===== src/rtl/filter2d_pkg.sv =====
// Shared definitions for the 2D filter result writer.
//   PIX_W  : pixel width in bits
//   WORD_W : packed memory word width (four pixels)
//   ADDR_W : frame memory word address width
//   wr_state_e : writer control states
package filter2d_pkg;

  localparam int PIX_W  = 8;
  localparam int WORD_W = 32;
  localparam int ADDR_W = 14;

  typedef enum logic [1:0] {
    ST_IDLE  = 2'd0,
    ST_RUN   = 2'd1,
    ST_DRAIN = 2'd2
  } wr_state_e;

endpackage


===== src/rtl/filter2d_wr_fifo.sv =====
// Synchronous word FIFO for the filter2d result writer.
//   clk, reset : clock, synchronous active-high reset (empties the FIFO)
//   flush      : synchronous clear, same effect as reset
//   push, din  : write request and data; ignored when full unless popping
//   pop        : read request; ignored when empty
//   dout       : head word, forced to 0 while empty
//   empty/full : occupancy flags
//   level      : number of stored words
module filter2d_wr_fifo
  import filter2d_pkg::*;
#(
  parameter int DEPTH = 4,
  parameter int DW    = WORD_W
) (
  input  logic                   clk,
  input  logic                   reset,
  input  logic                   flush,
  input  logic                   push,
  input  logic                   pop,
  input  logic [DW-1:0]          din,
  output logic [DW-1:0]          dout,
  output logic                   empty,
  output logic                   full,
  output logic [$clog2(DEPTH):0] level
);

  localparam int PW = $clog2(DEPTH);

  logic [PW-1:0] wr_ptr_q, wr_ptr_d;
  logic [PW-1:0] rd_ptr_q, rd_ptr_d;
  logic [PW:0]   cnt_q, cnt_d;
  logic [DW-1:0] mem_q [DEPTH];
  logic          do_push;
  logic          do_pop;

  assign empty = (cnt_q == '0);
  assign full  = (cnt_q == (PW+1)'(DEPTH));
  assign level = cnt_q;
  assign dout  = empty ? '0 : mem_q[rd_ptr_q];

  // A full FIFO still accepts a push when the head leaves in the same cycle.
  assign do_pop  = pop && !empty;
  assign do_push = push && (!full || do_pop);

  always_comb begin
    wr_ptr_d = wr_ptr_q;
    rd_ptr_d = rd_ptr_q;
    cnt_d    = cnt_q;
    if (do_push) wr_ptr_d = wr_ptr_q + 1'b1;
    if (do_pop)  rd_ptr_d = rd_ptr_q + 1'b1;
    case ({do_push, do_pop})
      2'b10:   cnt_d = cnt_q + 1'b1;
      2'b01:   cnt_d = cnt_q - 1'b1;
      default: cnt_d = cnt_q;
    endcase
  end

  always_ff @(posedge clk) begin
    if (reset || flush) begin
      wr_ptr_q <= '0;
      rd_ptr_q <= '0;
      cnt_q    <= '0;
    end else begin
      wr_ptr_q <= wr_ptr_d;
      rd_ptr_q <= rd_ptr_d;
      cnt_q    <= cnt_d;
    end
  end

  always_ff @(posedge clk) begin
    if (do_push) mem_q[wr_ptr_q] <= din;
  end

endmodule


===== src/rtl/filter2d_wr.sv =====
// filter2d_wr: result writer for the 2D filter datapath.
// Packs four 8-bit strobed pixels into one 32-bit word (pixel n in byte n%4),
// buffers words in a FIFO and writes them to frame memory over a
// valid/ready port with an incrementing word address.
//   clk, reset        : clock, synchronous active-high reset
//   start             : pulse, begins or restarts a frame capture
//   i_strb, i_data    : pixel strobe and value
//   wr_en, wr_addr,
//   wr_data, wr_ready : memory write port, transfer on wr_en && wr_ready
//   busy              : capturing or draining a frame
//   done              : one-cycle pulse after the last word of a frame is written
//   overflow          : sticky, a word was dropped on a full FIFO
//   csum              : mod-2^16 sum of the frame's accepted pixels
// Optional feature macro: FILTER2D_WR_CSUM_EN builds the checksum
// accumulator; without it csum reads 0.
module filter2d_wr
  import filter2d_pkg::*;
#(
  parameter int WIDTH      = 128,
  parameter int FIFO_DEPTH = 4
) (
  input  logic              clk,
  input  logic              reset,
  input  logic              start,
  input  logic              i_strb,
  input  logic [PIX_W-1:0]  i_data,
  output logic              wr_en,
  output logic [ADDR_W-1:0] wr_addr,
  output logic [WORD_W-1:0] wr_data,
  input  logic              wr_ready,
  output logic              busy,
  output logic              done,
  output logic              overflow,
  output logic [15:0]       csum
);

  localparam int TOTAL = WIDTH * WIDTH;
  localparam int CNT_W = $clog2(TOTAL + 1);
  localparam int LVL_W = $clog2(FIFO_DEPTH) + 1;

  wr_state_e         state_q, state_d;
  logic [CNT_W-1:0]  pix_cnt_q, pix_cnt_d;
  logic [23:0]       pack_q, pack_d;
  logic [ADDR_W-1:0] addr_q, addr_d;
  logic              ovf_q, ovf_d;
  logic              done_q, done_d;

  logic              accept;
  logic [1:0]        lane;
  logic              push;
  logic              pop;
  logic              drop;
  logic [WORD_W-1:0] push_word;
  logic              fifo_empty;
  logic              fifo_full;
  logic [LVL_W-1:0]  fifo_level;

  assign lane      = pix_cnt_q[1:0];
  assign accept    = (state_q == ST_RUN) && i_strb && !start;
  assign push      = accept && (lane == 2'd3);
  assign push_word = {i_data, pack_q};
  assign wr_en     = !fifo_empty;
  assign pop       = wr_en && wr_ready;
  assign drop      = push && fifo_full && !pop;

  assign wr_addr  = addr_q;
  assign busy     = (state_q != ST_IDLE);
  assign done     = done_q;
  assign overflow = ovf_q;

  filter2d_wr_fifo #(
    .DEPTH (FIFO_DEPTH),
    .DW    (WORD_W)
  ) u_fifo (
    .clk   (clk),
    .reset (reset),
    .flush (start),
    .push  (push),
    .pop   (pop),
    .din   (push_word),
    .dout  (wr_data),
    .empty (fifo_empty),
    .full  (fifo_full),
    .level (fifo_level)
  );

  always_comb begin
    state_d   = state_q;
    pix_cnt_d = pix_cnt_q;
    pack_d    = pack_q;
    addr_d    = addr_q + {{(ADDR_W-1){1'b0}}, pop};
    ovf_d     = ovf_q | drop;
    done_d    = 1'b0;

    case (state_q)
      ST_RUN: begin
        if (accept) begin
          pix_cnt_d = pix_cnt_q + 1'b1;
          if (pix_cnt_q == CNT_W'(TOTAL - 1)) state_d = ST_DRAIN;
        end
      end
      ST_DRAIN: begin
        // Leave as the last word transfers so done and the busy drop
        // appear together in the cycle after that transfer.
        if (fifo_empty || (fifo_level == LVL_W'(1) && pop)) begin
          state_d = ST_IDLE;
          done_d  = 1'b1;
        end
      end
      default: state_d = state_q;
    endcase

    if (accept) begin
      case (lane)
        2'd0:    pack_d[7:0]   = i_data;
        2'd1:    pack_d[15:8]  = i_data;
        2'd2:    pack_d[23:16] = i_data;
        default: pack_d        = '0;
      endcase
    end

    if (start) begin
      state_d   = ST_RUN;
      pix_cnt_d = '0;
      pack_d    = '0;
      addr_d    = '0;
      ovf_d     = 1'b0;
      done_d    = 1'b0;
    end
  end

  always_ff @(posedge clk) begin
    if (reset) begin
      state_q   <= ST_IDLE;
      pix_cnt_q <= '0;
      addr_q    <= '0;
      ovf_q     <= 1'b0;
      done_q    <= 1'b0;
    end else begin
      state_q   <= state_d;
      pix_cnt_q <= pix_cnt_d;
      addr_q    <= addr_d;
      ovf_q     <= ovf_d;
      done_q    <= done_d;
    end
  end

  always_ff @(posedge clk) begin
    pack_q <= pack_d;
  end

`ifdef FILTER2D_WR_CSUM_EN
  logic [15:0] csum_q, csum_d;

  // Counts every accepted pixel, including those in dropped words; no
  // pixel is accepted outside RUN, so the sum freezes on DRAIN entry.
  always_comb begin
    csum_d = csum_q;
    if (start)       csum_d = '0;
    else if (accept) csum_d = csum_q + {8'd0, i_data};
  end

  always_ff @(posedge clk) begin
    if (reset) csum_q <= '0;
    else       csum_q <= csum_d;
  end

  assign csum = csum_q;
`else
  assign csum = '0;
`endif

endmodule


===== config.mk =====
export PLATFORM = sky130hd
export DESIGN_NAME = filter2d_wr
export DESIGN_NICKNAME = d
export VERILOG_FILES = /design/src/rtl/filter2d_pkg.sv /design/src/rtl/filter2d_wr_fifo.sv /design/src/rtl/filter2d_wr.sv
export SDC_FILE = /design/constraint.sdc
export NUM_CORES = 1
export LEC_CHECK = 0
export CAP_MARGIN = 20
export CORE_UTILIZATION = 30
export DETAILED_ROUTE_END_ITERATION = 8
export SLEW_MARGIN = 0
export SYNTH_ARGS = -nofsm -noshare
export SYNTH_HDL_FRONTEND = slang
export SYNTH_SLANG_ARGS = --single-unit
export TNS_END_PERCENT = 5

===== constraint.sdc =====
create_clock -name clk -period 2.6 [get_ports clk]
set_input_delay 0.26 -clock clk [delete_from_list [all_inputs] [get_ports clk]]
set_output_delay 0.26 -clock clk [all_outputs]
set_load 0.03 [all_outputs]

Word-level counts from Yosys, hierarchy flattened
Memories as Yosys holds them, arrays and structs flattened. A register that Yosys moved wholly into a read port is not among the register bits.
Cells that the tools add are included.
- add/sub/neg operators: 6
- eq/ne operators: 16
- mux-type cells: 15
- bitwise gates (word level): 5
- reductions and logical operators: 33
- operators with widths (cell ; number):
    $pmux W8 S2 ; 3
    $mux W32 ; 1
    $add A15 B1 Y15 const B ; 1
    $eq A15 B14 Y1 const B ; 1
    $add A14 B1 Y14 ; 1
    $mux W2 ; 5
    $logic_and A1 B1 Y1 ; 9
    $eq A2 B2 Y1 const B ; 4
    $reduce_and A2 Y1 ; 4
    $reduce_and A4 Y1 ; 2
    $reduce_or A2 Y1 ; 4
    $eq A2 B1 Y1 const B ; 3
    $ne A3 B3 Y1 const B ; 2
    $pmux W3 S2 ; 1
    $reduce_bool A2 Y1 ; 3
    $add A2 B1 Y2 const B ; 2
    $logic_not A1 Y1 ; 4
    $mux W1 ; 4
    $ne A2 B2 Y1 const B ; 2
    $not A1 Y1 ; 4
    $pmux W2 S2 ; 1
    $add A3 B1 Y3 const B ; 1
    $eq A3 B1 Y1 const B ; 1
    $eq A3 B3 Y1 const B ; 1
    9 further kinds ; 11
- register bits: 64
- RAM bits: 128
- input bits: 13
- output and inout bits: 66
- logic and storage cells: 88
- memories: 1
- memories (name ; depth ; bits a word ; read ports ; clocked after memory_dff ; wr ports ; line ; text):
    u_fifo.mem_q ; 4 ; 32 ; 1 ; 1 ; 1 ; filter2d_wr_fifo.sv:32 ; logic [DW-1:0] mem_q [DEPTH];

Longest topological paths before layout
- word-level depth: 8
- gate-level depth with buffers: 10
- gate-level depth less buffers: 9

By module
A second synthesis with hierarchy kept.
- cells, all modules: 569
- area total of the unflattened synthesis: 7892.6 um2
- by module, submodules not included (module ; times used ; cells an instance ; area an instance (um2) ; seq. area each (um2)):
    filter2d_wr_fifo ; 1 ; 272 ; 5403.9 ; 4023.9
    filter2d_wr ; 1 ; 297 ; 2488.6 ; 1141.1

Worst setup path before layout
Ideal clock, no wire load.
- kind: flip-flop to flip-flop
- start: reg state_q[1]
- end: mem u_fifo.mem_q[1][0] (netlist name) (enable)
- library setup time: 0.392 ns
- arrival time: 2.059 ns
- data required time: 2.208 ns
- path slack: 0.149 ns
- cell stages (with the launch flop): 6
- buffers on the path: 2
- clock period less this slack: 2.451 ns
- path through: dfxtp_1 > nand4bb_1 > buf_2 > buf_1 > nor3b_2 > and2_1
- word-level cells in the longest chain between the ends: 7
- ends and longest elaborated chain (what ; line ; text):
    from (decl) ; filter2d_wr.sv:41 ; wr_state_e state_q, state_d;
    from (signal assigned) ; filter2d_wr.sv:140 ; state_q <= state_d;
    $eq A2 B1 Y1 ; filter2d_wr.sv:59 ; assign accept = (state_q == ST_RUN) && i_strb && !start;
    $logic_and A1 B1 Y1 (2 in a row) ; filter2d_wr.sv:59 ;
    $logic_and A1 B1 Y1 ; filter2d_wr.sv:60 ; assign push = accept && (lane == 2'd3);
    $logic_and A1 B1 Y1 ; filter2d_wr_fifo.sv:43 ; assign do_push = push && (!full || do_pop);
    $mux W1 ; filter2d_wr_fifo.sv:71 ; if (do_push) mem_q[wr_ptr_q] <= din;
    $mux W1 (not written as such) ; filter2d_wr_fifo.sv:71 ;
    to (decl) ; filter2d_wr_fifo.sv:32 ;
Every way passes these cells.

==> flow_metrics.py <==
metrics = {
    "floorplan": {
        "io_pins": 79,
        "rows": 58,
        "dieWidth_um": 163.6,
        "dieArea_um2": 26760,
        "core_um2": 25400,
        "start_util_pct": 30.84,
        "die_h_um": 163.6,
    },
    "detailed_routing": {
        "wl_per_cell_um": 15.14,
        "vias": 4385,
        "dr.pass1.iters": 4,
        "route.detailed.drc": 0,
        "via_per_inst": 4.535,
        "drt-total-wl_um": 14640,
        "drt_iter0_drc": 258,
        "ant_nets": 0,
    },
    "critical_path": {
        "crit_path_start_kind": "flop",
        "crit_fanout": 32,
        "r2r_start": "u_fifo.level[0]",
        "worstSetupEndpointType": "output pin",
        "worstSetupPathType": "flop to output pin",
        "worstPathRequired_ns": 2.34,
        "reg2reg_depth": 9,
        "arrival_ns": 1.96,
    },
    "grt": {
        "grt_pass1_wl_um": 23780,
        "grt_util_all_layers_pct": 11.75,
        "grt_pass1_vias": 4451,
        "grt_overflow_total": 0,
        "grt_max_degree": 35,
        "antenna_found_initial": 0,
    },
    "layout": {
        "fin_nets": 652,
        "seqCellArea_um2": 5166,
        "n_fill_cell": 2457,
        "layout-drive-gt1-share_pct": 18.52,
        "fin_util_pct": 37.11,
        "multi_input_area_um2": 2467,
        "num_antenna_cells": 0,
        "syn_to_final_growth_pct": 20.35,
    },
    "logic_synthesis": {
        "synth_cells": 557,
        "ys_types": 41,
        "synth_area_leader_cell": "edfxtp_1",
        "ys_top_cells_by_area": "edfxtp_1, dfxtp_1, mux4_2, and2_1, ha_1",
        "synth_edf_count": 128,
        "synth_most_common_cell": "edfxtp_1",
        "async_reset_ff_share_pct": 0,
        "netlist.area_leader.share_pct": 49.07,
        "seq_area_frac_synth_pct": 65.94,
        "synth_ff_type": "edfxtp_1",
        "syn-mean-instance-area_um2": 14.06,
        "yosysWarnings": 0,
        "ys_seq_elements": 194,
        "synth_common_cells": "edfxtp_1, dfxtp_1, and2_1, nor2_1, nand2_1",
        "synthesis.area_um2": 7833,
    },
    "sta": {
        "max_freq_mhz": 450.9,
        "worst_pin_slew_ns": 0.5332,
        "final.setup.tns_ns": 0,
        "hold_viol_final": 0,
        "rsz0062_at_grt": "false",
        "fin_crit_sh_pct": 85.30,
        "slew-limit-headroom_pct": 64.12,
        "period_minus_slack_ns": 2.218,
        "fin_skew_ns": 0.01020,
        "maxSlewViolCount": 0,
        "setup_viol": 0,
    },
    "placed_design": {
        "finalWeightedCongestion": 0.7517,
        "portBuffers": 62,
        "dp_hpwl_um": 9118,
    },
    "min_path": {
        "hold_start": "reset",
        "holdPathStages": 2,
        "hold_class": "primary input to flop",
    },
    "power_and_ir_drop": {
        "ir_drop_v": 0.0003567,
        "p_leak_uw": 0.003192,
        "pwr_density_cell_nw_per_um2": 618.7,
    },
    "clock_network": {
        "clock_latency_ns": 0.42,
        "cts-hold-fix-buffers": 0,
        "cts_setup_buffers": 0,
        "cts_root_buf": "clkbuf_16",
        "clock-sinks": 194,
        "cts_tree": "built",
        "htreeDepth": 4,
        "post_cts_resized": 0,
        "cts_buffers": 17,
        "clk_path_buf_depth": 2,
        "cts.clk_slew.worst_paths_ns": 0.07,
    },
    "outcome": {
        "outcome": "finished, final reports clean",
    },
    "run": {
        "drv_cap": 0,
    },
}
area by class of cell:
class | count | share of cell area, %
inverters | 7 | 0.2787
repair buffers | 77 | 8.495
multi-input cells | 327 | 26.17
clock inverters | 14 | 1.314
clock buffers | 18 | 4.553
well taps | 330 | 4.380
flip-flops and latches | 194 | 54.80
stage by stage:
stage / hold slack, ns / cells / power, uW / cell area, um^2 / worst slack (ns)
6_report: 0.4605 / 967 / 5833 / 9427 / 0.3823
5_1_grt: 0.4624 / 967 / 6025 / 9427 / 0.2230
4_1_cts: 0.4373 / 967 / 5892 / 9427 / 0.3158
3_5_place_dp: 0.4803 / 935 / 3471 / 8874 / 0.2932
3_3_place_gp: 0.4747 / 935 / 3469 / 8874 / 0.3100
2_1_floorplan: 0.3328 / 572 / 3433 / 7889 / 0.1488
flip-flops by register name, indices dropped and copies added, names as in the netlist, named ones only:
name             count
state_q              2
u_fifo.wr_ptr_q      2
done                 1
u_fifo.rd_ptr_q      2
wr_addr             14
pack_q              24
overflow             1
u_fifo.mem_q       128
pix_cnt_q           15
u_fifo.level         3
power by group:
group	total [uW]	internal [uW]	switching [uW]	leakage, uW
combinational	132	37.5	94.7	0.00114
clock	2430	1260	1170	0.000266
sequential	3270	3260	7.67	0.00178
total	5830	4560	1280	0.00319
final timing paths:
check	end	slack, ns
min	state_q[0]	0.46
min reg2reg	wr_addr[13]	0.49
max reg2reg	wr_addr[13]	0.48
max	wr_data[5]	0.38
placed cells by master, fill, tap and decap left out, types with 3 or more instances in the layout:
master and count:
or3_1 8, nand3_1 26, conb_1 16, nand4_1 7, inv_1 7, dfxtp_1 65
clkdlybuf4s50_1 29, inv_8 4, nand2_1 34, buf_4 36, and4_1 4, a21oi_1 33
mux4_2 32, nor3_1 11, xnor2_1 6, nor2_1 42, and2_1 42, xor2_1 18
edfxtp_1 128, clkbuf_16 17, ha_1 15, clkinv_4 3, buf_12 12, o21ai_0 7
routing by layer:
layer	wire [um]	global-route usage, %	vias up
met1	6797	15.18	2140
met3	610	2.869	8
li1	-	-	2150
met4	129	3.704	0
met2	7105	19.32	87
met5	0	0	-
critical path, stage by stage (launching register included):
cell and delay (ns):
dfxtp_2 0.34, buf_12 0.27, mux4_2 0.57, and2_1 0.17
buf_4 0.16
cells by family after synthesis:
family,count (synthesis),share of synthesized area [%]
AOI/OAI and AO/OA,46,3.179
xor gates and xnor gates,24,2.684
adders and majority gates,15,2.396
buffers and inverters,51,3.275
DFF,194,65.94
muxes,34,9.457
other,1,0.04788
and+or+nand+nor,192,13.02
Power figures use the tool's default switching activity.
